--- src/rtl/mem_port_arbiter.sv ---
// Two-requester arbiter for one synchronous-read memory port: VGA (V) reads have
// priority, and a starvation counter lets the CPU (C) through after STARVE_LIMIT V grants.
module mem_port_arbiter #(
  parameter int unsigned ADDR_WIDTH   = 16,
  parameter int unsigned DATA_WIDTH   = 16,
  parameter int unsigned STARVE_LIMIT = 4
) (
  input  logic                  clk,
  input  logic                  reset,
  input  logic                  v_req,
  input  logic [ADDR_WIDTH-1:0] v_addr,
  output logic                  v_gnt,
  output logic                  v_rvalid,
  output logic [DATA_WIDTH-1:0] v_rdata,
  input  logic                  c_req,
  input  logic                  c_we,
  input  logic [ADDR_WIDTH-1:0] c_addr,
  input  logic [DATA_WIDTH-1:0] c_wdata,
  output logic                  c_gnt,
  output logic                  c_rvalid,
  output logic [DATA_WIDTH-1:0] c_rdata,
  output logic [ADDR_WIDTH-1:0] mem_addr,
  output logic                  mem_we,
  output logic [DATA_WIDTH-1:0] mem_wdata,
  input  logic [DATA_WIDTH-1:0] mem_rdata
);

  localparam int unsigned CNT_W = 4;
  localparam logic [CNT_W-1:0] LIMIT = CNT_W'(STARVE_LIMIT);

  typedef enum logic [1:0] {
    OWN_NONE = 2'd0,
    OWN_V    = 2'd1,
    OWN_C    = 2'd2
  } owner_e;

  owner_e                  owner_q, owner_d;
  logic [CNT_W-1:0]        starve_cnt_q, starve_cnt_d;
  logic [ADDR_WIDTH-1:0]   mem_addr_q, mem_addr_d;

  // Grant selection, port drive and next-state computation
  always_comb begin
    v_gnt        = 1'b0;
    c_gnt        = 1'b0;
    mem_addr_d   = mem_addr_q;
    owner_d      = OWN_NONE;
    starve_cnt_d = starve_cnt_q;

    if (!reset) begin
      if (v_req && (!c_req || (starve_cnt_q < LIMIT))) begin
        v_gnt = 1'b1;
      end else if (c_req) begin
        c_gnt = 1'b1;
      end
    end

    if (v_gnt) begin
      mem_addr_d = v_addr;
      owner_d    = OWN_V;
    end else if (c_gnt) begin
      mem_addr_d = c_addr;
      owner_d    = c_we ? OWN_NONE : OWN_C;
    end

    // Count V grants that made a waiting CPU request wait; saturate at the limit
    if (c_gnt || !c_req) begin
      starve_cnt_d = '0;
    end else if (v_gnt && (starve_cnt_q < LIMIT)) begin
      starve_cnt_d = starve_cnt_q + CNT_W'(1);
    end
  end

  assign mem_addr  = mem_addr_d;
  assign mem_we    = c_gnt & c_we;
  assign mem_wdata = c_wdata;

  // Read return: owner of the previous cycle's read; suppressed while in reset
  assign v_rvalid = (owner_q == OWN_V) & ~reset;
  assign c_rvalid = (owner_q == OWN_C) & ~reset;
  assign v_rdata  = mem_rdata;
  assign c_rdata  = mem_rdata;

  always_ff @(posedge clk) begin
    if (reset) begin
      starve_cnt_q <= '0;
      owner_q      <= OWN_NONE;
    end else begin
      starve_cnt_q <= starve_cnt_d;
      owner_q      <= owner_d;
    end
    mem_addr_q <= mem_addr_d;
  end

endmodule

--- config.mk ---
export PLATFORM = sky130hd
export DESIGN_NAME = mem_port_arbiter
export DESIGN_NICKNAME = d
export VERILOG_FILES = /design/src/rtl/mem_port_arbiter.sv
export SDC_FILE = /design/constraint.sdc
export NUM_CORES = 1
export LEC_CHECK = 0
export CELL_PAD_IN_SITES_DETAIL_PLACEMENT = 2
export CELL_PAD_IN_SITES_GLOBAL_PLACEMENT = 2
export CORE_AREA = 2 2 103 105
export DETAILED_ROUTE_END_ITERATION = 10
export DIE_AREA = 0 0 105 107
export GPL_TIMING_DRIVEN = 0
export MAX_ROUTING_LAYER = met4
export PLACE_DENSITY = 0.8
export SKIP_CTS_REPAIR_TIMING = 1
export SLEW_MARGIN = 15
export SYNTH_ARGS = -nofsm -noshare
export SYNTH_HDL_FRONTEND = slang
export SYNTH_SLANG_ARGS = --single-unit
--- constraint.sdc ---
create_clock -name clk -period 1.7 [get_ports clk]
set_input_delay 0.17 -clock clk [delete_from_list [all_inputs] [get_ports clk]]
set_output_delay 0.17 -clock clk [all_outputs]
set_load 0.01 [all_outputs]
Word level (Yosys, flattened, before mapping)
Cells that the tools add are included.
{"block": "word_totals", "word_cells": 30, "in_bits": 69, "ff_bits": 22, "output_inout_bits": 69}
{"block": "op_classes", "bitwise": 5, "magnitude_cmp": 1, "n_reduce_logical": 7, "n_addsub": 1, "n_eq_ne": 2, "n_mux": 10}
{"operator": "16-bit 2-to-1 mux", "n": 2}
{"operator": "1-bit 2-to-1 mux", "n": 7}
{"operator": "4-bit by 1-bit adder with 4-bit output, second input constant", "n": 1}
{"operator": "4-bit by 3-bit less-than comparator with 1-bit output, second input constant", "n": 1}
{"operator": "1-bit bitwise AND", "n": 3}
{"operator": "3-bit OR reduction", "n": 1}
{"operator": "2-bit by 1-bit == test with 1-bit output, second input constant", "n": 1}
{"operator": "2-bit == test, second input constant", "n": 1}
{"operator": "1-bit logical AND", "n": 2}
{"operator": "1-bit logical OR", "n": 2}
{"operator": "2-bit 2-to-1 mux", "n": 1}
{"operator": "1-bit NOT", "n": 2}
{"operator": "2-bit OR reduction", "n": 1}
{"operator": "1-bit logical NOT", "n": 1}

Logic depth before layout (Yosys ltp)
{"block": "logic_depth", "ltp_word": 7, "ltp_mapped": 6, "ltp_nobuf": 3}

Least setup slack after synthesis
OpenSTA, ideal clock, no wires.
{"block": "synth_timing", "kind": "register -> output", "from": "reg starve_cnt_q[2]", "to": "out mem_addr[0]", "setup_slack_ns": 0.250, "required_ns": 1.530, "path_buffers": 2, "arrival_time_ns": 1.280, "stages_incl_launch_ff": 6, "path_cell_list": "dfxtp_1 -> o21ai_2 -> and2_4 -> buf_6 -> buf_6 -> o31ai_2"}
{"block": "synth_via", "word_cells_on_any_way": 9, "cone_classes": "order compare (1); mux (6); reduce/logical (2)"}
{"item": "start, declared", "line_no": "38", "rtl": "logic [CNT_W-1:0] starve_cnt_q, starve_cnt_d;"}
{"item": "start signal, assigned", "line_no": "88", "rtl": "starve_cnt_q <= starve_cnt_d;"}
{"item": "4-bit by 3-bit less-than comparator with 1-bit output", "line_no": "50", "rtl": "if (v_req && (!c_req || (starve_cnt_q < LIMIT))) begin"}
{"item": "1-bit logical OR", "line_no": "50"}
{"item": "1-bit logical AND", "line_no": "50"}
{"item": "1-bit 2-to-1 mux", "line_no": "50"}
{"item": "1-bit 2-to-1 mux", "line_no": "49", "rtl": "if (!reset) begin"}
{"item": "via v_gnt", "line_no": "12", "rtl": "output logic v_gnt,"}
{"item": "16-bit 2-to-1 mux", "line_no": "57", "rtl": "if (v_gnt) begin"}
{"item": "end, declared", "line_no": "22", "rtl": "output logic [ADDR_WIDTH-1:0] mem_addr,"}
The timed path passes the listed nets, and every way through them passes these cells.

Worst setup path after layout
{"block": "layout_timing", "from": "reg starve_cnt_q[3]", "to": "out mem_addr[5]"}
{"block": "layout_via", "elab_chain_len": 7, "word_cells_on_any_way": 9, "cone_classes": "order compare (1); mux (6); reduce/logical (2)"}
{"item": "4-bit by 3-bit less-than comparator with 1-bit output *", "line_no": "50"}
{"item": "1-bit logical OR *", "line_no": "50"}
{"item": "1-bit logical AND *", "line_no": "50"}
{"item": "1-bit 2-to-1 mux", "line_no": "50"}
{"item": "1-bit 2-to-1 mux", "line_no": "49"}
{"item": "16-bit 2-to-1 mux", "line_no": "60", "rtl": "end else if (c_gnt) begin"}
{"item": "16-bit 2-to-1 mux *", "line_no": "57"}
Every way passes the cells marked *; elsewhere a longest branch is shown, timed or not.

==> run_results.csv <==
group,metric,value,unit
run_status,run_status,"finished with violations",
run_status,violations,"setup timing",
synthesis,synth_largest_area_cell,"sky130_fd_sc_hd__dfxtp_1",
hold_path,hold_path_class,"in2reg",
layout,stdcell_count,417,
global_route,global_route.overflow_total,0,
layout,finalCoreUtilization,28.0,%
global_route,global_route.usage.total,9.93,%
floorplan,row_count,37,
setup_path,critical_path_peak_fanout,6,
global_route,first_global_vias,1755,
synthesis,synth_warnings,0,
placement,dpl_cell_area,2600,um^2
detailed_routing,detail_route.drc_violations,0,
detailed_routing,route.detailed.vias_per_inst,3.77,
global_route,grt_use_met3,2.01,%
global_route,initial_antenna_violation_count,0,
placement,place.detailed.instances,406,
synthesis,ys_ff_latch,22,
clocking,cts_sinks,22,
setup_path,critical_path.endpoint_type,"output pin",
detailed_routing,drt-initial-drc-count,25,
floorplan,fp.dieW,105,um
detailed_routing,avgRoutedWirePerCell,14.3,um
clocking,cts.path.max_buffers,2,
clocking,clk_pin_slew,0.09,ns
layout,layout-drive-gt1-share,38.1,%
clocking,tritoncts,"yes",
clocking,ctsHtreeMaxLevel,1,
synthesis,synth.cell_area,1380,um^2
synthesis,synth-seq-area-share,31.9,%
setup_path,worst_path_cell_trace,"nor3b_4, buf_6, buf_12, nor3_1, o31ai_4, buf_2",
floorplan,die_height,107,um
placement,preCtsSetupSlack,-0.940,ns
global_route,grt_start_max_net_pins,12,
floorplan,num_io_pins,138,
synthesis,synth_top_area_share,31.9,%
global_route,grt_first_pass_wirelength,8740,um
floorplan,floorplan.initialDensity,13.7,%
clocking,cts_made_buffers,3,
global_route,grtUsageMet2,19.3,%
clocking,root_buffer,"sky130_fd_sc_hd__clkbuf_8",
sta,max_freq,0.548,GHz
setup_path,worst_ep_arrival_time,1.65,ns
sta,finalWorstPathRequiredPeriod,1.82,ns
sta,timing.final.ws_setup,-0.123,ns
setup_path,stage_delay_of_the_slowest_cell_on_the_critical_path,0.36,ns
job,drv_cap,0,
detailed_routing,detailedRoute.firstPassIterationCount,3,
layout,n_antenna_cell,0,
layout,num-fill-cells,1189,
floorplan,floorplan.die_area,11200,um^2
clocking,clock_insertion_delay_worst_skew,0.26,ns
setup_path,critical_path.startpoint_type,"flop",
synthesis,syn-mean-instance-area,8.37,um^2
sta,finalCritPeriodShare,107,%
power,irDropWorstVdd,0.182,mV
global_route,groute.layer.met1.usage,10.5,%
detailed_routing,routed_wire_length,5970,um
floorplan,core_area,10100,um^2
detailed_routing,vias,1574,
synthesis,syn-instance-count,165,
sta,rsz0062_at_grt,"yes",
power,total_leakage_power,1.19,nW
setup_path,ws_path_type,"reg2out",
synthesis,synthDistinctLibCells,21,
synthesis,synth_area_leaders,"sky130_fd_sc_hd__dfxtp_1 (32%), sky130_fd_sc_hd__buf_4 (26%), sky130_fd_sc_hd__o31ai_2 (8.2%)",
global_route,global_route.peak_usage_layer,"met2",
sta,setup-violations-final,12,
layout,number_of_nets_in_the_final_layout,353,
sta,count_of_pins_over_their_slew_limit,0,
power,fin_total_pwr,1.68,mW
detailed_routing,antenna_left,0,
layout,fin_area,2830,um^2
setup_path,worst_path_max_delay_cell,"sky130_fd_sc_hd__dfxtp_2",
setup_path,cp_data_required_time,1.53,ns
synthesis,syn-num-nets,235,
power,power.density_cell_area,593,nW/um^2
layout,area.growth.synth_to_final,105,%
placement,numPortBuffers,105,
sta,skew,0.00270,ns
sta,report.final.hold_viol_count,0,
placement,gpl.final_weighted_congestion,0.656,
placement,place_hpwl,4630,um
-- power by group --
part	internal (mW)	total, mW	switching, mW
combinational	0.433	0.730	0.297
sequential	0.581	0.600	0.0192
clock	0.159	0.346	0.187
total	1.17	1.68	0.503
-- path summary, 6_finish.rpt --
kind	cells past startpoint	to	slack, ns	from
worst max-delay path	6	mem_addr[5]	-0.12	starve_cnt_q[3]
worst min-delay path	3	starve_cnt_q[2]	0.29	c_req
worst max register to register	5	mem_addr_q[5]	0.40	starve_cnt_q[3]
worst min register to register	1	starve_cnt_q[0]	0.42	starve_cnt_q[0]
-- metrics by stage --
step | hold WS (ns) | TNS (ns)
3_3_place_gp | 0.408 | -16.21
6_report | 0.294 | -0.896
3_5_place_dp | 0.420 | -17.45
2_1_floorplan | 0.249 | 0
5_1_grt | 0.310 | -2.52
4_1_cts | 0.434 | -15.88
-- synth_stat cells --
cell and count:
sky130_fd_sc_hd__and2_1 2, sky130_fd_sc_hd__and2_4 1, sky130_fd_sc_hd__buf_2 5, sky130_fd_sc_hd__buf_4 48, sky130_fd_sc_hd__buf_6 2, sky130_fd_sc_hd__clkbuf_1 2, sky130_fd_sc_hd__clkbuf_2 1, sky130_fd_sc_hd__conb_1 1
sky130_fd_sc_hd__dfxtp_1 22, sky130_fd_sc_hd__ha_1 1, sky130_fd_sc_hd__inv_1 2, sky130_fd_sc_hd__nand2b_1 1, sky130_fd_sc_hd__nand3_1 17, sky130_fd_sc_hd__nor2_1 21, sky130_fd_sc_hd__nor2b_1 2, sky130_fd_sc_hd__nor3_1 17
sky130_fd_sc_hd__nor3b_1 2, sky130_fd_sc_hd__nor3b_4 1, sky130_fd_sc_hd__o21ai_2 1, sky130_fd_sc_hd__o31ai_1 7, sky130_fd_sc_hd__o31ai_2 9
-- kinds of logic (layout without fill, tap and decap cells) --
logic type                 Yosys count  after routing  synth area share [%]
other                                1              1                 0.271
AOI/OAI and AO/OA                   17             17                  12.6
DFF                                 22             22                  31.9
adders and majority gates            1              1                 0.906
buffers and inverters               60            176                  31.0
and+or+nand+nor                     64             64                  23.4
-- cell usage in the layout, fill, tap and decap left out, types with 2 or more instances in the layout --
cell type,count
sky130_fd_sc_hd__and2_1,2
sky130_fd_sc_hd__nor2b_1,2
sky130_fd_sc_hd__buf_2,15
sky130_fd_sc_hd__nor3_1,17
sky130_fd_sc_hd__buf_4,57
sky130_fd_sc_hd__dfxtp_1,20
sky130_fd_sc_hd__dlymetal6s2s_1,5
sky130_fd_sc_hd__nor2_1,20
sky130_fd_sc_hd__nor3b_1,2
sky130_fd_sc_hd__o31ai_2,6
sky130_fd_sc_hd__o31ai_4,9
sky130_fd_sc_hd__buf_6,2
sky130_fd_sc_hd__clkdlybuf4s50_1,83
sky130_fd_sc_hd__nand3_1,17
sky130_fd_sc_hd__buf_12,3
sky130_fd_sc_hd__clkbuf_2,4
sky130_fd_sc_hd__clkbuf_8,3
sky130_fd_sc_hd__dfxtp_2,2
sky130_fd_sc_hd__inv_1,2
-- worst max-delay path: cells and delay by family, from the launching register on --
family,cells,cell delay (ns)
AOI/OAI and AO/OA,1,0.24
buffers and inverters,3,0.46
and+or+nand+nor,2,0.33
DFF,1,0.36
-- layout make-up --
class                           instances  area, um^2  area share, %
Buffer                                 58         457           16.2
Clock buffer                            3        41.3           1.46
Inverter                                2        7.51          0.266
Multi-Input combinational cell         83         632           22.4
Sequential cell                        22         443           15.7
Tap cell                              136         170           6.02
Timing Repair Buffer                  113        1070           38.0
-- registers in the layout (all words and copies together), names as in the netlist --
signal and cells:
mem_addr_q 16, starve_cnt_q 4, owner_q 2
-- routing by layer --
layer,share of wire (%),vias to the layer above
met5,0,-
li1,-,738
met1,38,762
met3,6.0,2
met4,0.17,0
met2,56,72
Note: power is estimated with default switching activity, not from simulation.
